`src/rtl/serial_accumulator.sv`:
```
// Bit-serial accumulator: adds an operand into acc one bit per slow_clk rising edge.
// slow_clk is treated purely as data: it is synchronized into clk_in and edge-detected.
module serial_accumulator #(
    parameter int WIDTH = 8
) (
    input  logic             clk_in,
    input  logic             reset_n,
    input  logic             slow_clk,
    input  logic             start,
    input  logic             clear,
    input  logic [WIDTH-1:0] operand,
    output logic             busy,
    output logic             done,
    output logic [WIDTH-1:0] acc,
    output logic             overflow
);

    localparam int CW = $clog2(WIDTH + 1);

    typedef enum logic [1:0] {
        IDLE  = 2'd0,
        SHIFT = 2'd1,
        DONE  = 2'd2
    } state_t;

    state_t          state;
    logic            sync_1, sync_2, sync_prev;
    logic            step;
    logic [WIDTH-1:0] a_reg, b_reg;
    logic            carry;
    logic [CW-1:0]   cnt;
    logic            sum_bit, carry_nxt;
    logic            last_step;

    // Two-flop synchronizer plus previous-value flop for rising-edge detection
    always_ff @(posedge clk_in or negedge reset_n) begin
        if (!reset_n) begin
            sync_1    <= 1'b0;
            sync_2    <= 1'b0;
            sync_prev <= 1'b0;
        end else begin
            sync_1    <= slow_clk;
            sync_2    <= sync_1;
            sync_prev <= sync_2;
        end
    end

    assign step      = sync_2 & ~sync_prev;
    assign sum_bit   = a_reg[0] ^ b_reg[0] ^ carry;
    assign carry_nxt = (a_reg[0] & b_reg[0]) | (a_reg[0] & carry) | (b_reg[0] & carry);
    assign last_step = (cnt == CW'(WIDTH - 1));

    // Control FSM and datapath; acc only changes on clear or on completion
    always_ff @(posedge clk_in or negedge reset_n) begin
        if (!reset_n) begin
            state    <= IDLE;
            acc      <= '0;
            overflow <= 1'b0;
            busy     <= 1'b0;
            done     <= 1'b0;
            a_reg    <= '0;
            b_reg    <= '0;
            carry    <= 1'b0;
            cnt      <= '0;
        end else begin
            case (state)
                IDLE: begin
                    done <= 1'b0;
                    busy <= 1'b0;
                    if (clear) begin
                        acc      <= '0;
                        overflow <= 1'b0;
                    end else if (start) begin
                        b_reg <= operand;
                        a_reg <= acc;
                        carry <= 1'b0;
                        cnt   <= '0;
                        busy  <= 1'b1;
                        state <= SHIFT;
                    end
                end
                SHIFT: begin
                    if (step) begin
                        a_reg <= {sum_bit, a_reg[WIDTH-1:1]};
                        b_reg <= b_reg >> 1;
                        carry <= carry_nxt;
                        cnt   <= cnt + 1'b1;
                        if (last_step) begin
                            acc      <= {sum_bit, a_reg[WIDTH-1:1]};
                            overflow <= carry_nxt;
                            done     <= 1'b1;
                            state    <= DONE;
                        end
                    end
                end
                DONE: begin
                    done  <= 1'b0;
                    busy  <= 1'b0;
                    state <= IDLE;
                end
                default: begin
                    done  <= 1'b0;
                    busy  <= 1'b0;
                    state <= IDLE;
                end
            endcase
        end
    end

endmodule
```
`config.mk`:
```
export PLATFORM = sky130hd
export DESIGN_NAME = serial_accumulator
export DESIGN_NICKNAME = d
export VERILOG_FILES = /design/src/rtl/serial_accumulator.sv
export SDC_FILE = /design/constraint.sdc
export NUM_CORES = 1
export LEC_CHECK = 0
export BUFFER_PORTS_ARGS = -buffer_cell sky130_fd_sc_hd__buf_2
export CORE_ASPECT_RATIO = 0.6
export CORE_MARGIN = 5
export CORE_UTILIZATION = 58
export CTS_BUF_LIST = sky130_fd_sc_hd__clkbuf_8
export DETAILED_ROUTE_END_ITERATION = 6
export PLACE_DENSITY = 0.91
export SYNTH_ARGS = -nofsm -noshare
export SYNTH_HDL_FRONTEND = slang
export SYNTH_SLANG_ARGS = --single-unit
```
`constraint.sdc`:
```
create_clock -name clk_in -period 1.6 [get_ports clk_in]
set_input_delay 0.24 -clock clk_in [delete_from_list [all_inputs] [get_ports clk_in]]
set_output_delay 0.24 -clock clk_in [all_outputs]
set_load 0.05 [all_outputs]
```
After elaboration in Yosys (flattened, before gate mapping)
Index checks and enable logic that the tools add are counted.

Flip-flop bits (word level): 37. Latch bits: 0. Bits in writable memories: 0. Memory bits (read-only): 0. Input bits: 13. Output and inout port bits: 11. Word-level logic and storage cells: 70. Memories kept: 0.

$add $sub $neg: 1. Multiply operators: 0. Div/mod/pow operators: 0. Magnitude comparators: 0. Eq/ne operators: 7. Shifts and indexed selects: 0. Muxes and demuxes: 35. Bitwise gates (word level): 9. Reductions and logical operators: 6.

Operators with widths (number): $mux W8 (9); $pmux W8 S2 (3); $mux W4 (3); $reduce_and A4 Y1 (3); $mux W1 (11); $ne A2 B2 Y1 const B (5); $mux W2 (4); $pmux W4 S2 (1); $pmux W1 S2 (3); $add A4 B1 Y4 const B (1); $and A1 B1 Y1 (4); $eq A4 B3 Y1 const B (1); $pmux W2 S2 (1); $eq A2 B1 Y1 const B (1); $logic_not A2 Y1 (1); $or A1 B1 Y1 (2); $reduce_and A2 Y1 (1); $reduce_bool A2 Y1 (1); $xor A1 B1 Y1 (2); $not A1 Y1 (1).

Longest topological paths before layout
Word-level depth: 6. Mapped depth: 5. Mapped depth without buffers: 4.

Worst setup path before layout
Ideal clock, no wire load.

Kind: register to register. From: register state[0]. To: register b_reg[1]. Setup time: 0.133 ns. Data arrival time: 1.330 ns. Data required time: 1.467 ns. Setup slack: 0.137 ns. Stages on the path, launching flop included: 6. Buffers on the path: 2. Period minus slack after synthesis: 1.463 ns. Path through: dfrtp_1 or4b_1 buf_2 buf_6 nand3_1 o21ai_1.

Cells in the longest elaborated chain, start to end: 3. Elaborated cells on any way between the ends: 8. Those cells by class: eq/ne (4); mux (1); reduce/logical (3).

RTL lines: start: declaration (line 26) `state_t state;`; start signal: assignment (line 56) `state <= IDLE;`; start signal: assignment (line 79) `state <= SHIFT;`; start signal: assignment (line 92) `state <= DONE;`; $eq A2 B1 Y1 or $logic_not A2 Y1 (tied branches) (line 66) `case (state)`; $ne A2 B2 Y1 (no source line) or $reduce_bool A2 Y1 (tied branches); $reduce_and A4 Y1 (no source line); end signal: assignment (line 74) `b_reg <= operand;`; end signal: assignment (line 85) `b_reg <= b_reg >> 1;`; end: declaration (line 29) `logic [WIDTH-1:0] a_reg, b_reg;`.

Several ways; a longest one is shown, not always the timed one. A chain may end at the register's enable or synchronous reset.

Final worst setup path
From: register cnt[0]. To: register acc[0].

Cells in the longest elaborated chain, start to end: 3.

RTL lines: start: declaration (line 31) `logic [CW-1:0] cnt;`; start signal: assignment (line 87) `cnt <= cnt + 1'b1;`; $eq A4 B3 Y1 (line 51) `assign last_step = (cnt == CW'(WIDTH - 1));`; $ne A2 B2 Y1 (no source line); $reduce_and A4 Y1 (no source line); end signal: assignment (line 89) `acc <= {sum_bit, a_reg[WIDTH-1:1]};`; end: declaration (line 14) `output logic [WIDTH-1:0] acc,`.

Every way passes these cells.

==> results.md <==
* Outcome: completed
* Vias per cell at 6.19
* Cells after synthesis at 150
* Fin nets at 200
* GRT Resource Usage Total at 0.210
* Ordered list of cells on the worst path: ha_1, nand3b_1, nor2_4, buf_12, mux2i_1
* Peak per-stage delay on the critical path at 400 ps
* Die Ht at 51.6 um
* Grt ovf at 0
* Crit path launch type: flip-flop
* TritonCTS Buffers at 5
* Global-route wire length before repair at 6420 um
* Routability cong. at 0.792
* TNS Setup at 0 ps
* Skew final at 4.98 ps
* Slowest-stage cell, CP: dfrtp_1
* First DRT Iteration DRCs at 144
* Mapped Nets at 165
* Simple-gate area share of the yosys netlist at 0.193
* Worst slew margin at 0.695
* Unrepaired setup endpoints after global routing: no
* Worst setup margin at 78.0 ps
* Post-route DRC violation count at 0
* Synth async-reset ratio at 1.00
* Vias at 1,356
* Distinct cells, synth at 36
* Achievable frequency at 0.657 GHz
* Synth warnings at 0
* Routed Antenna Nets at 0
* IO Pins at 24
* Post-synthesis mux area share at 0.0957
* Share of cells above drive strength 1 at 0.276
* Final Cycle Share at 0.951
* Slew Viols, Final at 0
* Vias in the first global route at 1,378
* Antenna cells at 0
* Final worst path period need at 1520 ps
* Pwr/cell area at 1870 nW/um2
* Worst-Skew Late Latency at 290 ps
* Count of final hold-check violations at 0
* Top_reg_cell synth: dfrtp_1
* Seq/Total Area, Yosys at 0.553
* CORE AREA at 2820 um2
* Final setup vio count at 0
* Max clock buf depth at 2
* Post-Syn Area at 1670 um2
* XOR/XNOR Fraction of Synth Area at 0
* Rows at 15
* Post-synth EDFFs at 0
* Main combinational cell family by area after synthesis: simple AND/OR/NAND/NOR gates
* Worst VDD drop at 1.23 mV
* Largest net degree at the start of global routing at 38
* Max Cap Viol at 0
* Yosys reg bits at 37
* Die Area at 4090 um2
* Leakage at 0.000937 uW
* DIE WIDTH at 79.3 um
* WS Path Type: reg -> reg
* Reg2reg start: cnt[0]$_DFFE_PN0P_
* Setup crit end kind: flip-flop
* CP arrival at 1720 ps
* Slew @ Worst Pin at 457 ps
* Footprint of the multi-input gates at 687 um2
* Routed WL at 3870 um
* Initial core utilization at 0.594
* Compound-Gate Fraction of Synth Area at 0.0995
* Post-layout util at 0.706
* WP data required at 1800 ps
* CTS root buffer: clkbuf_8
* H-tree levels at 2
* Routed length per instance at 17.6 um
* Min-delay worst type: in -> reg
* Area delta synth->final at 18.8%
* Critical Path Source: cnt[0]$_DFFE_PN0P_
* Post-DP HPWL at 2680 um
* Clock slew at reported path FFs at 70 ps
* Layout fillers at 194
* Register Area at 926 um2
* Port bufs at 23
* Initial antenna violation count at 0
* Maximum fanout along the worst path at 10
* Mean Syn Cell Area at 11.2 um2
* DP Worst Slack at 67.1 ps
* Hold Crit Start: slow_clk
* Adder-Cell Fraction of Synth Area at 0.0194
* TritonCTS clock tree: done
* Clock Sinks at 37
* First-pass DRT Iterations at 4
-- metrics by stage --
step	total power, uW	hold WS [ps]	std cells	instance area, um2
3_3_place_gp	2920	295	210	1870
2_1_floorplan	2580	-55.6	150	1670
5_1_grt	3940	47.1	219	1990
3_5_place_dp	3030	311	210	1870
4_1_cts	3700	43.8	218	1960
6_report	3720	48.0	219	1990
-- synth_stat cells, types with 3 or more instances --
cell,count,area [um2]
nand3_1,7,35.0
o21ai_1,7,35.0
dfrtp_1,37,926
mux2i_1,16,160
nand2_1,26,97.6
buf_2,4,20.0
a31oi_1,8,50.1
inv_1,3,11.3
nor3_1,8,40.0
-- power breakdown --
part           switching, uW  total, uW  leakage [uW]  internal [uW]
Sequential               235       1510      0.000463           1270
Clock                    317        652     0.0000485            335
Combinational           1010       1560      0.000425            551
Total                   1560       3720      0.000937           2160
-- path summary, 6_finish.rpt --
| path | endpoint | slack [ps] | cells after the start |
|---|---|---|---|
| min reg2reg | sync_2$_DFF_PN0_ | 350 | 0 |
| max in group asynchronous | acc[6]$_DFFE_PN0P_ | 730 | 3 |
| min in group asynchronous | acc[3]$_DFFE_PN0P_ | 540 | 3 |
| max | acc[0]$_DFFE_PN0P_ | 80 | 5 |
| max reg2reg | acc[0]$_DFFE_PN0P_ | 80 | 5 |
| min | sync_1$_DFF_PN0_ | 50 | 1 |
-- routing by layer --
layer  wire length (um)  share of wire  GRT usage
met1               1600           0.41      0.273
met3                299          0.077     0.0363
met5                  0              0          0
met2               1850           0.48      0.335
met4                116          0.030      0.123
-- cell families after synthesis --
family,after synthesis
adders and majority gates,2
muxes,16
buffers and inverters,12
DFF,37
and+or+nand+nor,57
AOI/OAI and AO/OA,26
-- timing repair --
| item | CTS | global route |
|---|---|---|
| setup endpoints to repair | 0 | 15 |
| endpoints found under the hold margin | 37 | 0 |
| buffers inserted | 0 | 1 |
| gates resized for setup | 0 | 1 |
| hold buffers | 1 | 0 |
-- cell type report --
class                   instances  share of cell area
repair buffers                 37               0.118
multi-input cells             101               0.345
well taps                      34              0.0214
inverters                       3             0.00566
flip-flops and latches         37               0.466
clock buffers                   6              0.0415
clock inverters                 1             0.00189
-- critical path, delay by kind of cell (launching register included) --
kind	cells	cell delay (ps)
adders and majority gates	1	220
buffers and inverters	1	150
DFF	1	400
muxes	1	230
and+or+nand+nor	2	420
-- cells in the final DEF (no fill, tap or decap), drive strengths merged --
cell,count
o21a,1
or4b,1
o211ai,1
fa,1
o21ai,9
nand3b,1
o31ai,1
nand2b,2
a31oi,8
or3b,1
dfrtp,37
ha,1
clkbuf,6
nor3,8
nand4,1
nand4bb,1
a21o,1
dlygate4sd3,1
nand2,27
buf,36
nor2,2
nor4b,1
nor2b,1
o41ai,1
nand3,9
a21oi,2
a22o,2
inv,4
and4bb,1
mux2i,16
nor3b,1
No activity file was read; power rests on OpenSTA's default activity.
